--- src/rtl/score_keeper_if.sv ---
// Point/clear inputs and score/status outputs of the score keeper.
//   pt_a, pt_b   : one-cycle "point won" pulses for player A / player B
//   clr          : start a new game
//   score_a_bcd  : player A score, [7:4] tens, [3:0] ones
//   score_b_bcd  : player B score, same format
//   game_over    : high while the game is over
//   winner       : 00 none, 01 A, 10 B, 11 draw
//   upd          : one-cycle strobe after a displayed score changed
interface score_keeper_if;
  logic       pt_a;
  logic       pt_b;
  logic       clr;
  logic [7:0] score_a_bcd;
  logic [7:0] score_b_bcd;
  logic       game_over;
  logic [1:0] winner;
  logic       upd;

  // Producer of points (point-counter side / testbench)
  modport master (
    output pt_a, pt_b, clr,
    input  score_a_bcd, score_b_bcd, game_over, winner, upd
  );

  // The score keeper itself
  modport slave (
    input  pt_a, pt_b, clr,
    output score_a_bcd, score_b_bcd, game_over, winner, upd
  );
endinterface

--- src/rtl/score_keeper.sv ---
// Score keeper: counts per-player points as 2-digit BCD, detects the winning
// score and latches game-over plus the winner until the next clear.
// Ports:
//   clk  : system clock, rising edge
//   rst  : synchronous active-high reset, priority over everything
//   bus  : score_keeper_if.slave (pt_a, pt_b, clr in; scores/status out)
// All outputs come straight from flops.
module score_keeper #(
  parameter int unsigned WIN_SCORE = 11
) (
  input logic          clk,
  input logic          rst,
  score_keeper_if.slave bus
);

  localparam int unsigned BIN_W   = 7;
  localparam logic [BIN_W-1:0] WIN_BIN = BIN_W'(WIN_SCORE);

  typedef enum logic {
    PLAY = 1'b0,
    OVER = 1'b1
  } state_t;

  state_t     state, state_nx;
  logic [7:0] score_a, score_a_nx;
  logic [7:0] score_b, score_b_nx;
  logic       game_over, game_over_nx;
  logic [1:0] winner, winner_nx;
  logic       upd, upd_nx;

  logic [7:0] cand_a, cand_b;
  logic       win_a, win_b;

  // BCD +1 with saturation at 99
  function automatic logic [7:0] bcd_inc(input logic [7:0] v);
    if (v == 8'h99)
      return v;
    else if (v[3:0] == 4'd9)
      return {v[7:4] + 4'd1, 4'd0};
    else
      return {v[7:4], v[3:0] + 4'd1};
  endfunction

  // Two BCD digits to binary for the win compare
  function automatic logic [BIN_W-1:0] bcd_to_bin(input logic [7:0] v);
    return BIN_W'(v[7:4]) * BIN_W'(10) + BIN_W'(v[3:0]);
  endfunction

  // State and output registers
  always_ff @(posedge clk) begin
    if (rst) begin
      state     <= PLAY;
      score_a   <= 8'h00;
      score_b   <= 8'h00;
      game_over <= 1'b0;
      winner    <= 2'b00;
      upd       <= 1'b0;
    end else begin
      state     <= state_nx;
      score_a   <= score_a_nx;
      score_b   <= score_b_nx;
      game_over <= game_over_nx;
      winner    <= winner_nx;
      upd       <= upd_nx;
    end
  end

  // Next-state and next-output logic
  always_comb begin
    state_nx     = state;
    score_a_nx   = score_a;
    score_b_nx   = score_b;
    game_over_nx = game_over;
    winner_nx    = winner;
    upd_nx       = 1'b0;
    cand_a       = bus.pt_a ? bcd_inc(score_a) : score_a;
    cand_b       = bus.pt_b ? bcd_inc(score_b) : score_b;
    win_a        = (bcd_to_bin(cand_a) == WIN_BIN);
    win_b        = (bcd_to_bin(cand_b) == WIN_BIN);

    if (bus.clr) begin
      // Clear wins over any point in the same cycle; the point is dropped
      state_nx     = PLAY;
      score_a_nx   = 8'h00;
      score_b_nx   = 8'h00;
      game_over_nx = 1'b0;
      winner_nx    = 2'b00;
      upd_nx       = (score_a != 8'h00) || (score_b != 8'h00);
    end else begin
      unique case (state)
        PLAY: begin
          score_a_nx = cand_a;
          score_b_nx = cand_b;
          // Compare against the real change so a saturated 99 gives no strobe
          upd_nx     = (cand_a != score_a) || (cand_b != score_b);
          if (win_a || win_b) begin
            state_nx     = OVER;
            game_over_nx = 1'b1;
            winner_nx    = {win_b, win_a};
          end
        end
        OVER: begin
          // Points ignored; everything holds until clr or rst
        end
        default: state_nx = PLAY;
      endcase
    end
  end

  assign bus.score_a_bcd = score_a;
  assign bus.score_b_bcd = score_b;
  assign bus.game_over   = game_over;
  assign bus.winner      = winner;
  assign bus.upd         = upd;

endmodule
--- src/flat_wrapper.sv ---
// flat-port wrapper written by rule: the top's interface ports become plain ports
module score_keeper_flat 
#(
  parameter int unsigned WIN_SCORE = 11
)
  (clk, rst, bus_pt_a, bus_pt_b, bus_clr, bus_score_a_bcd, bus_score_b_bcd, bus_game_over, bus_winner, bus_upd);
  score_keeper_if bus_i ();
  input logic clk;
  input logic rst;
  input wire logic [$bits(bus_i.pt_a)-1:0] bus_pt_a;
  input wire logic [$bits(bus_i.pt_b)-1:0] bus_pt_b;
  input wire logic [$bits(bus_i.clr)-1:0] bus_clr;
  output wire logic [$bits(bus_i.score_a_bcd)-1:0] bus_score_a_bcd;
  output wire logic [$bits(bus_i.score_b_bcd)-1:0] bus_score_b_bcd;
  output wire logic [$bits(bus_i.game_over)-1:0] bus_game_over;
  output wire logic [$bits(bus_i.winner)-1:0] bus_winner;
  output wire logic [$bits(bus_i.upd)-1:0] bus_upd;
  assign bus_i.pt_a = bus_pt_a;
  assign bus_i.pt_b = bus_pt_b;
  assign bus_i.clr = bus_clr;
  assign bus_score_a_bcd = bus_i.score_a_bcd;
  assign bus_score_b_bcd = bus_i.score_b_bcd;
  assign bus_game_over = bus_i.game_over;
  assign bus_winner = bus_i.winner;
  assign bus_upd = bus_i.upd;
  score_keeper #(.WIN_SCORE(WIN_SCORE)) u_core (.clk(clk), .rst(rst), .bus(bus_i));
endmodule
--- config.mk ---
export PLATFORM = sky130hd
export DESIGN_NAME = score_keeper_flat
export DESIGN_NICKNAME = d
export VERILOG_FILES = /design/src/rtl/score_keeper_if.sv /design/src/rtl/score_keeper.sv /design/src/flat_wrapper.sv
export SDC_FILE = /design/constraint.sdc
export NUM_CORES = 1
export LEC_CHECK = 0
export BUFFER_PORTS_ARGS = -buffer_cell sky130_fd_sc_hd__buf_2
export CAP_MARGIN = 25
export CELL_PAD_IN_SITES_DETAIL_PLACEMENT = 0
export CELL_PAD_IN_SITES_GLOBAL_PLACEMENT = 1
export CORE_MARGIN = 3
export CORE_UTILIZATION = 43
export DETAILED_ROUTE_END_ITERATION = 8
export PLACE_DENSITY = 0.8
export RECOVER_POWER = 50
export SETUP_SLACK_MARGIN = 0.5
export SLEW_MARGIN = 20
export SYNTH_ARGS = -nofsm -noshare
export SYNTH_HDL_FRONTEND = slang
export SYNTH_SLANG_ARGS = --single-unit
export TNS_END_PERCENT = 10
--- constraint.sdc ---
create_clock -name clk -period 4.7 [get_ports clk]
set_input_delay 0.94 -clock clk [delete_from_list [all_inputs] [get_ports clk]]
set_output_delay 0.94 -clock clk [all_outputs]
set_load 0.005 [all_outputs]
==> impl_metrics.py <==
metrics = {
    "placement": {
        "gp_congestion": 0.798,
        "place_area_um2": 1930,
        "numPortBuffers": 24,
        "post-place-ws_ns": 0.474,
        "place_hpwl_um": 3200,
    },
    "synth": {
        "yosys.area.top_type_share_pct": 23.2,
        "syn-num-nets": 246,
        "ys_seq_elements": 21,
        "synthDistinctLibCells": 52,
        "synth-main-ff-cell": "dfxtp_1",
        "yosysSeqAreaShare_pct": 23.2,
        "syn_avg_cell_area_um2": 8.31,
        "synth_edf_count": 0,
        "syn_inst": 218,
        "syn_area_um2": 1810,
        "synth-warning-count": 0,
        "netlist_top_cells_area": "dfxtp_1, ha_1, xnor2_1",
        "yosysTopAreaCell": "dfxtp_1",
        "synthArstFlopShare_pct": 0,
    },
    "floorplanning": {
        "io_pins": 25,
        "core_um2": 3850,
        "dieArea_um2": 5030,
        "initial_core_util_pct": 47.0,
        "dieHeight_um": 70.9,
        "rows": 22,
        "die_x_um": 70.9,
    },
    "status": {
        "outcome": "complete, no violations",
    },
    "clocking": {
        "cts_buffers": 3,
        "cts_tree": "built",
        "cts_hold_buf": 0,
        "clockBufferDepth": 2,
        "root_buffer": "clkbuf_8",
        "post-cts-setup-buffers": 0,
        "cts.clk_slew.worst_paths_ns": 0.08,
        "clock_latency_ns": 0.26,
        "cts.sinks": 21,
        "h-tree-depth": 1,
        "postCtsResizedCells": 0,
    },
    "worst_setup_path": {
        "cp-start-kind": "input port",
        "critical_path_class": "input port to flop",
        "cp-startpoint": "bus_pt_a",
        "arrival_ns": 4.14,
        "cp_max_fo": 5,
        "critPathCaptureType": "flop",
        "required_ns": 4.86,
        "r2r-start": "u_core.bus.score_a_bcd[4]$_SDFFE_PP0N_",
    },
    "timing": {
        "relSlewSlack_pct": 48.9,
        "hold_violations": 0,
        "post-route-min-period_ns": 3.98,
        "rsz0062_at_grt": "false",
        "clock_skew_ns": 0.00299,
        "maxSlewViolCount": 0,
        "worst_slew_pin_slew_ns": 0.765,
        "tns_ns": 0,
        "fin_crit_sh_pct": 84.6,
        "setup_violations": 0,
        "fmax_mhz": 251,
        "hold_ws_ns": 0.474,
        "fin_ws_ns": 0.722,
    },
    "final_layout": {
        "fin_area_um2": 1970,
        "fill_cells": 385,
        "seqCellArea_um2": 420,
        "multi_input_area_um2": 1270,
        "drive_above_1_share_pct": 11.7,
        "nets": 268,
        "n_antenna_cell": 0,
        "area_growth_pct": 8.84,
    },
    "flow_run": {
        "drv_cap": 0,
    },
    "grt": {
        "grt_usage_pct": 16.7,
        "grt_pass1_wl_um": 6760,
        "grt_pass1_vias": 1386,
        "antenna_found_initial": 0,
        "grt_max_degree": 23,
        "overflow": 0,
    },
    "power": {
        "p_sw_mw": 0.0742,
        "clkPwrFrac_pct": 36.9,
        "total_power_mw": 0.320,
        "switching_share_pct": 23.2,
        "ir_worst_vdd_mv": 0.158,
        "seqPwrFrac_pct": 56.9,
        "powerDensity_nw_per_um2": 162,
        "comb_power_share_pct": 6.1,
        "p_int_mw": 0.246,
        "total_leakage_power_nw": 0.870,
    },
    "detailed_routing": {
        "antenna_left": 0,
        "dr.pass1.iters": 4,
        "wl_um": 4060,
        "vias_per_cell": 5.51,
        "initialDrtViolationCount": 145,
        "wire_per_inst_um": 14.1,
        "route.vias.total": 1581,
        "route.detailed.drc": 0,
    },
    "min_path": {
        "hp-class": "flop to flop",
        "min_from": "u_core.bus.winner[0]$_SDFFE_PP0P_",
    },
}
==> sequential cells by signal, indices dropped and copies added (netlist names) <==
signal                  count
u_core.bus.score_a_bcd      8
u_core.state                1
u_core.bus.upd              1
u_core.bus.game_over        1
u_core.bus.winner           2
u_core.bus.score_b_bcd      8
==> cell type report <==
cell class,count,share of cell area [%]
Tap cell,48,3.05
Clock inverter,1,0.254
Multi-Input combinational cell,175,64.6
Sequential cell,21,21.3
Timing Repair Buffer,25,6.03
Clock buffer,3,2.09
Inverter,14,2.66
==> worst max-delay path, stage by stage <==
cell      delay [ns]
clkbuf_1        0.12
and2_2          0.23
and3_1          0.19
nand2b_1        0.15
mux2i_1         0.41
xor2_1          0.12
ha_1            0.23
fa_1            0.50
xnor2_1         0.19
xnor3_1         0.22
o32a_1          0.37
or2_1           0.23
a31o_1          0.21
==> synth_stat cells (all sizes together), types with 4 or more instances <==
cell type	instances
nor3	8
or3	4
o21ai	8
ha	19
xor2	4
nand3	7
inv	14
a211oi	5
xnor2	11
buf	5
nor2	24
a21oi	14
fa	4
nand2	19
dfxtp	21
mux2i	4
==> worst paths after layout <==
kind | to | slack, ns | cells past startpoint
worst max register to register | u_core.bus.winner[1]$_SDFFE_PP0P_ | 0.96 | 12
worst min register to register | u_core.bus.winner[0]$_SDFFE_PP0P_ | 0.47 | 2
worst max-delay path | u_core.bus.winner[1]$_SDFFE_PP0P_ | 0.72 | 13
worst min-delay path | u_core.bus.winner[0]$_SDFFE_PP0P_ | 0.47 | 2
==> routing by layer <==
metal,track usage [%],share of wire [%],vias up
met2,24.0,40,31
li1,-,-,821
met5,0,0,-
met1,26.2,55,727
met3,2.84,5.3,2
met4,3.13,0.42,0
==> power by group through the flow <==
stage	clock, mW	sequential [mW]	combinational (mW)
6_report	0.118	0.182	0.0196
3_3_place_gp	0	0.186	0.0201
4_1_cts	0.123	0.182	0.0200
2_1_floorplan	0	0.186	0.0132
3_5_place_dp	0	0.186	0.0200
5_1_grt	0.132	0.183	0.0223
==> layout by cell type, fill, tap and decap left out, drive strengths merged, types with 5 or more instances in the layout <==
master   n
xnor2   11
nor2    24
nor3     8
buf     18
inv     14
a211oi   5
nand2   19
ha      19
o21ai    8
clkbuf  10
nand3    7
dfxtp   21
a21oi   14
==> stage by stage <==
step                      utilization (%)  instances
after floorplan                         -        218
after global placement               50.2        283
after detailed placement             50.2        283
after CTS                            51.4        287
after global routing                 51.2        287
final                                51.2        287
==> cells by family after synthesis <==
logic type,Yosys count,synth area share [%]
compound gates,47,17.1
xor+xnor,16,8.49
mux,6,3.45
simple gates,83,23.8
flops,21,23.2
buf+inv,22,6.49
fa+ha+maj,23,17.5
Power figures use the tool's default switching activity.
